==> config.mk <==
export PLATFORM = sky130hd
export DESIGN_NAME = tarea1_mem_copy_master
export DESIGN_NICKNAME = d
export VERILOG_FILES = /design/src/rtl/tarea1_mem_pkg.sv /design/src/rtl/tarea1_mem_copy_master.sv
export SDC_FILE = /design/constraint.sdc
export NUM_CORES = 1
export LEC_CHECK = 0
export BUFFER_PORTS_ARGS = -buffer_cell sky130_fd_sc_hd__buf_2
export CAP_MARGIN = 10
export CORE_UTILIZATION = 51
export DETAILED_ROUTE_END_ITERATION = 7
export PLACE_DENSITY = 0.8
export SLEW_MARGIN = 20
export SYNTH_ARGS = -nofsm -noshare
export SYNTH_HDL_FRONTEND = slang
export SYNTH_SLANG_ARGS = --single-unit
==> constraint.sdc <==
create_clock -name clk -period 5.39 [get_ports clk]
set_input_delay 0.539 -clock clk [delete_from_list [all_inputs] [get_ports clk]]
set_output_delay 0.539 -clock clk [all_outputs]
set_load 0.02 [all_outputs]
==> src/rtl/tarea1_mem_pkg.sv <==
// Shared types and constants for the tarea1 Avalon-MM copy/fill master.
package tarea1_mem_pkg;

  localparam int         WORD_BYTES = 4;
  localparam logic [3:0] BE_ALL     = 4'hF;

  localparam int CMD_ADDR_W = 12;
  localparam int CMD_DATA_W = 32;
  localparam int CMD_LEN_W  = 11;

  typedef enum logic [2:0] {
    ST_IDLE,
    ST_RD_REQ,
    ST_RD_WAIT,
    ST_WR_REQ,
    ST_DONE
  } state_e;

  typedef struct packed {
    logic                  fill;
    logic [CMD_ADDR_W-1:0] src;
    logic [CMD_ADDR_W-1:0] dst;
    logic [CMD_LEN_W-1:0]  len;
    logic [CMD_DATA_W-1:0] pattern;
  } cmd_t;

endpackage

==> src/rtl/tarea1_mem_copy_master.sv <==
// Avalon-MM master that copies a block of words or fills it with a pattern,
// one command at a time, with at most one read outstanding.
module tarea1_mem_copy_master
  import tarea1_mem_pkg::*;
#(
  parameter int ADDR_W = CMD_ADDR_W,
  parameter int DATA_W = CMD_DATA_W,
  parameter int LEN_W  = CMD_LEN_W
) (
  input  logic                clk,
  input  logic                reset_n,
  input  logic                cmd_valid,
  output logic                cmd_ready,
  input  logic                cmd_fill,
  input  logic [ADDR_W-1:0]   cmd_src,
  input  logic [ADDR_W-1:0]   cmd_dst,
  input  logic [LEN_W-1:0]    cmd_len,
  input  logic [DATA_W-1:0]   cmd_pattern,
  output logic                busy,
  output logic                done,
  output logic [LEN_W-1:0]    words_done,
  output logic [ADDR_W-1:0]   avm_address,
  output logic                avm_read,
  output logic                avm_write,
  output logic [DATA_W-1:0]   avm_writedata,
  output logic [DATA_W/8-1:0] avm_byteenable,
  input  logic                avm_waitrequest,
  input  logic [DATA_W-1:0]   avm_readdata,
  input  logic                avm_readdatavalid
);

  localparam logic [ADDR_W-1:0] ADDR_STEP  = ADDR_W'(WORD_BYTES);
  localparam logic [ADDR_W-1:0] ALIGN_MASK = ~ADDR_W'(WORD_BYTES - 1);

  state_e            state_q, state_d;
  cmd_t              cmd_q, cmd_d;
  logic [DATA_W-1:0] wdata_q, wdata_d;
  logic [LEN_W-1:0]  words_q, words_d;

  // Command src/dst fields double as the running read/write pointers.
  always_comb begin
    state_d = state_q;
    cmd_d   = cmd_q;
    wdata_d = wdata_q;
    words_d = words_q;
    case (state_q)
      ST_IDLE: begin
        if (cmd_valid) begin
          cmd_d.fill    = cmd_fill;
          cmd_d.src     = cmd_src & ALIGN_MASK;
          cmd_d.dst     = cmd_dst & ALIGN_MASK;
          cmd_d.len     = cmd_len;
          cmd_d.pattern = cmd_pattern;
          words_d       = '0;
          if (cmd_len == '0)  state_d = ST_DONE;
          else if (cmd_fill)  state_d = ST_WR_REQ;
          else                state_d = ST_RD_REQ;
        end
      end
      ST_RD_REQ: begin
        if (!avm_waitrequest) begin
          cmd_d.src = cmd_q.src + ADDR_STEP;
          if (avm_readdatavalid) begin
            wdata_d = avm_readdata;
            state_d = ST_WR_REQ;
          end else begin
            state_d = ST_RD_WAIT;
          end
        end
      end
      ST_RD_WAIT: begin
        if (avm_readdatavalid) begin
          wdata_d = avm_readdata;
          state_d = ST_WR_REQ;
        end
      end
      ST_WR_REQ: begin
        if (!avm_waitrequest) begin
          cmd_d.dst = cmd_q.dst + ADDR_STEP;
          words_d   = words_q + 1'b1;
          if (words_d == cmd_q.len) state_d = ST_DONE;
          else if (!cmd_q.fill)     state_d = ST_RD_REQ;
        end
      end
      ST_DONE: state_d = ST_IDLE;
      default: state_d = ST_IDLE;
    endcase
  end

  always_ff @(posedge clk or negedge reset_n) begin
    if (!reset_n) begin
      state_q <= ST_IDLE;
      words_q <= '0;
    end else begin
      state_q <= state_d;
      words_q <= words_d;
    end
  end

  // Datapath registers are only observed through state-gated outputs.
  always_ff @(posedge clk) begin
    cmd_q   <= cmd_d;
    wdata_q <= wdata_d;
  end

  always_comb begin
    avm_read      = 1'b0;
    avm_write     = 1'b0;
    avm_address   = '0;
    avm_writedata = '0;
    case (state_q)
      ST_RD_REQ: begin
        avm_read    = 1'b1;
        avm_address = cmd_q.src;
      end
      ST_WR_REQ: begin
        avm_write     = 1'b1;
        avm_address   = cmd_q.dst;
        avm_writedata = cmd_q.fill ? cmd_q.pattern : wdata_q;
      end
      default: ;
    endcase
  end

  assign avm_byteenable = {(DATA_W/32){BE_ALL}};
  assign cmd_ready      = (state_q == ST_IDLE);
  assign busy           = (state_q != ST_IDLE);
  assign done           = (state_q == ST_DONE);
  assign words_done     = words_q;

endmodule

==> flow_metrics.py <==
metrics = {
    "drt": {
        "ant_nets": 0,
        "wl_per_cell_um": 15.60,
        "wl_mm": 11.26,
        "drt_first_iter_violations": 118,
        "drtPass1Iterations": 4,
        "remaining_drc_errors": 0,
        "vias_per_cell": 5.319,
        "vias": 3840,
    },
    "timing": {
        "fin_setup_tns_ns": 0,
        "relSlewSlack": 0.5673,
        "rsz0062_at_grt": "false",
        "setup_viol": 0,
        "tightest_slew_ns": 0.6491,
        "min_period_ns": 3.142,
        "finClkSkew_ns": 0.01073,
        "maxClockFrequency_ghz": 0.3183,
        "hold_viol": 0,
        "setup_ws_ns": 2.248,
        "finalCritPeriodShare": 0.5829,
        "slew_viol_final": 0,
    },
    "yosys": {
        "synth_edf_count": 96,
        "synth.avg_cell_area_um2": 12.01,
        "synth_warnings": 0,
        "syn_inst": 435,
        "synth-async-reset-ratio": 0.1273,
        "synth_area_leaders": "edfxtp_1 (55%), dfrtp_1 (6.7%), mux2i_1 (6.5%), o21ai_0 (3.7%), nor2_1 (3.4%)",
        "yosys.cell_types.count": 50,
        "synth_common_cells": "edfxtp_1 (96), nor2_1 (47), o21ai_0 (39), mux2i_1 (34)",
        "netlist_area_um2": 5226,
        "synth_ff_type": "edfxtp_1",
        "synth-seq-area-share": 0.6186,
        "synth_seq_cells": 110,
        "yosysTopAreaCell": "edfxtp_1",
        "synth.most_common_cell": "edfxtp_1",
        "yosys.area.top_type_share": 0.5516,
    },
    "worst_setup_path": {
        "cp_slowest_cell": "inv_1",
        "crit_type": "reg -> out",
        "crit_buf_inv": 2,
        "timing.rr.start": "words_done[0]$_DFFE_PN0P_",
        "cp-end-kind": "primary output",
        "r2r_slack_ns": 2.93,
        "crit_fanout": 63,
        "reg2reg_to": "state_q[0]$_DFFE_PN0P_",
        "critical_path.max_stage_delay_ns": 0.65,
        "reg2regPathDepth": 7,
        "required_ns": 4.85,
        "worstPathCellList": "nor2b_1 -> nand2_4 -> inv_1 -> nand2_1 -> o21ai_0 -> buf_2",
        "crit_family": "buffers and inverters",
        "cp.arrival_ns": 2.60,
        "critPathLaunchType": "flip-flop",
    },
    "die": {
        "rows": 36,
        "initial_core_util": 0.5298,
        "dieHeight_um": 103.2,
        "design.portCount": 169,
        "dieArea_um2": 10660,
        "core_um2": 9864,
        "die-width_um": 103.2,
    },
    "placed_design": {
        "post_dp_cell_area_um2": 6093,
        "hpwl_mm": 7.882,
        "portBuffers": 158,
        "place.gp.congestion": 0.8251,
        "dp_slack_ns": 2.181,
    },
    "clock_tree": {
        "clockBufferDepth": 2,
        "cts_tree": "yes",
        "insertion_delay_ns": 0.39,
        "cts_post_setup_buffers_inserted": 0,
        "cts_sinks": 110,
        "cts_hold_buf": 0,
        "htree_levels": 3,
        "clk_pin_slew_ns": 0.11,
        "root_buffer": "clkbuf_8",
        "cts_resized": 0,
        "numCtsBuffers": 9,
    },
    "finish": {
        "post-route-cell-area_um2": 6281,
        "syn_to_final_growth_pct": 20.18,
        "nFillCells": 775,
        "fin_nets": 691,
        "utilization": 0.6367,
        "drive_above_1_share": 0.3180,
    },
    "grt": {
        "grt_pass1_vias": 3634,
        "track_usage": 0.2219,
        "antenna_found_initial": 1,
        "overflow": 0,
        "grt_pass1_wl_mm": 17.47,
        "grt_start_max_net_pins": 64,
    },
    "pwr": {
        "ir_drop_mv": 0.3105,
        "pwr-share-seq": 0.457,
        "power_leakage_nw": 2.593,
        "power_w": 0.002699,
        "p_int_w": 0.001622,
        "p_sw_w": 0.001077,
        "p_per_area_nw_per_um2": 429.7,
        "clkPwrFrac": 0.175,
        "netSwitchingFraction": 0.3991,
        "pwr-share-comb": 0.369,
    },
    "flow_run": {
        "maxCapViolCount": 0,
    },
    "run_status": {
        "outcome": "complete, no violations",
    },
    "min_path": {
        "hold_class": "in -> async",
    },
}
-- cell type report --
class                   count  area (um^2)  area share
multi-input cells         290         1841      0.2930
inverters                  10        37.54    0.005976
flip-flops and latches    110         3233      0.5147
diodes                      1        2.502   0.0003984
clock inverters             7        56.30    0.008964
well taps                 133        166.4     0.02649
clock buffers               9        123.9     0.01972
repair buffers            162        820.8      0.1307
-- how the worst max path moves through the flow --
stage	from	endpoint	cells after the start	slack (ns)
5_1_grt	state_q[1]$_DFFE_PN0P_	avm_address[5]	6	2.01
3_5_place_dp	state_q[1]$_DFFE_PN0P_	avm_address[7]	5	2.18
6_report	state_q[1]$_DFFE_PN0P_	avm_address[5]	6	2.25
4_1_cts	state_q[1]$_DFFE_PN0P_	avm_address[7]	5	1.73
3_3_place_gp	state_q[1]$_DFFE_PN0P_	avm_address[6]	5	2.21
2_1_floorplan	avm_waitrequest	wdata_q[0]$_DFFE_PP_	4	1.37
-- power by group through the flow --
stage / Clock (W) / Sequential, W / Combinational, W
floorplan: 0 / 0.00121 / 0.000721
global placement: 0 / 0.00124 / 0.000976
detailed placement: 0 / 0.00125 / 0.00100
CTS: 0.000482 / 0.00123 / 0.00100
global route: 0.000514 / 0.00125 / 0.00111
finish: 0.000471 / 0.00123 / 0.000995
-- layer usage --
metal / part of all wire / wire length, um / track usage
met1: 0.41 / 4576 / 0.2623
met2: 0.51 / 5781 / 0.3836
met3: 0.066 / 747 / 0.07191
met4: 0.014 / 156 / 0.07476
met5: 0 / 0 / 0
-- kinds of logic after synthesis --
group / count (synthesis) / synth area share
simple gates: 150 / 0.1389
flops: 110 / 0.6186
compound gates: 69 / 0.08547
buf+inv: 39 / 0.03447
mux: 35 / 0.06727
xor+xnor: 27 / 0.04669
fa+ha+maj: 3 / 0.007183
other cells: 2 / 0.001437
-- through the flow --
step / hold slack (ns) / cells
6_report: 0.02414 / 722
5_1_grt: 0.01546 / 722
4_1_cts: 0.007372 / 721
3_5_place_dp: 0.4549 / 705
3_3_place_gp: 0.4458 / 705
2_1_floorplan: 0.2434 / 439
-- state kept, by name (all words and copies together) (netlist names) --
signal and flops:
cmd_q 64, wdata_q 32, words_done 11, state_q 3
-- layout by cell type (no fill, tap or decap), types with 3 or more instances in the layout --
cell      instances
buf_2           158
edfxtp_1         96
nor2_1           47
o21ai_0          39
mux2i_1          34
nand3_1          31
nand2_1          30
xnor2_1          15
dfrtp_1          14
xor2_1           11
nor3_1            9
a22o_1            9
clkbuf_8          9
inv_1             8
conb_1            6
nor2b_1           5
nand4_1           5
a31oi_1           5
nor4_1            4
buf_4             4
clkinv_1          3
nand2b_1          3
o31ai_1           3
a21oi_1           3
ha_1              3
(Power assumes the default switching activity.)
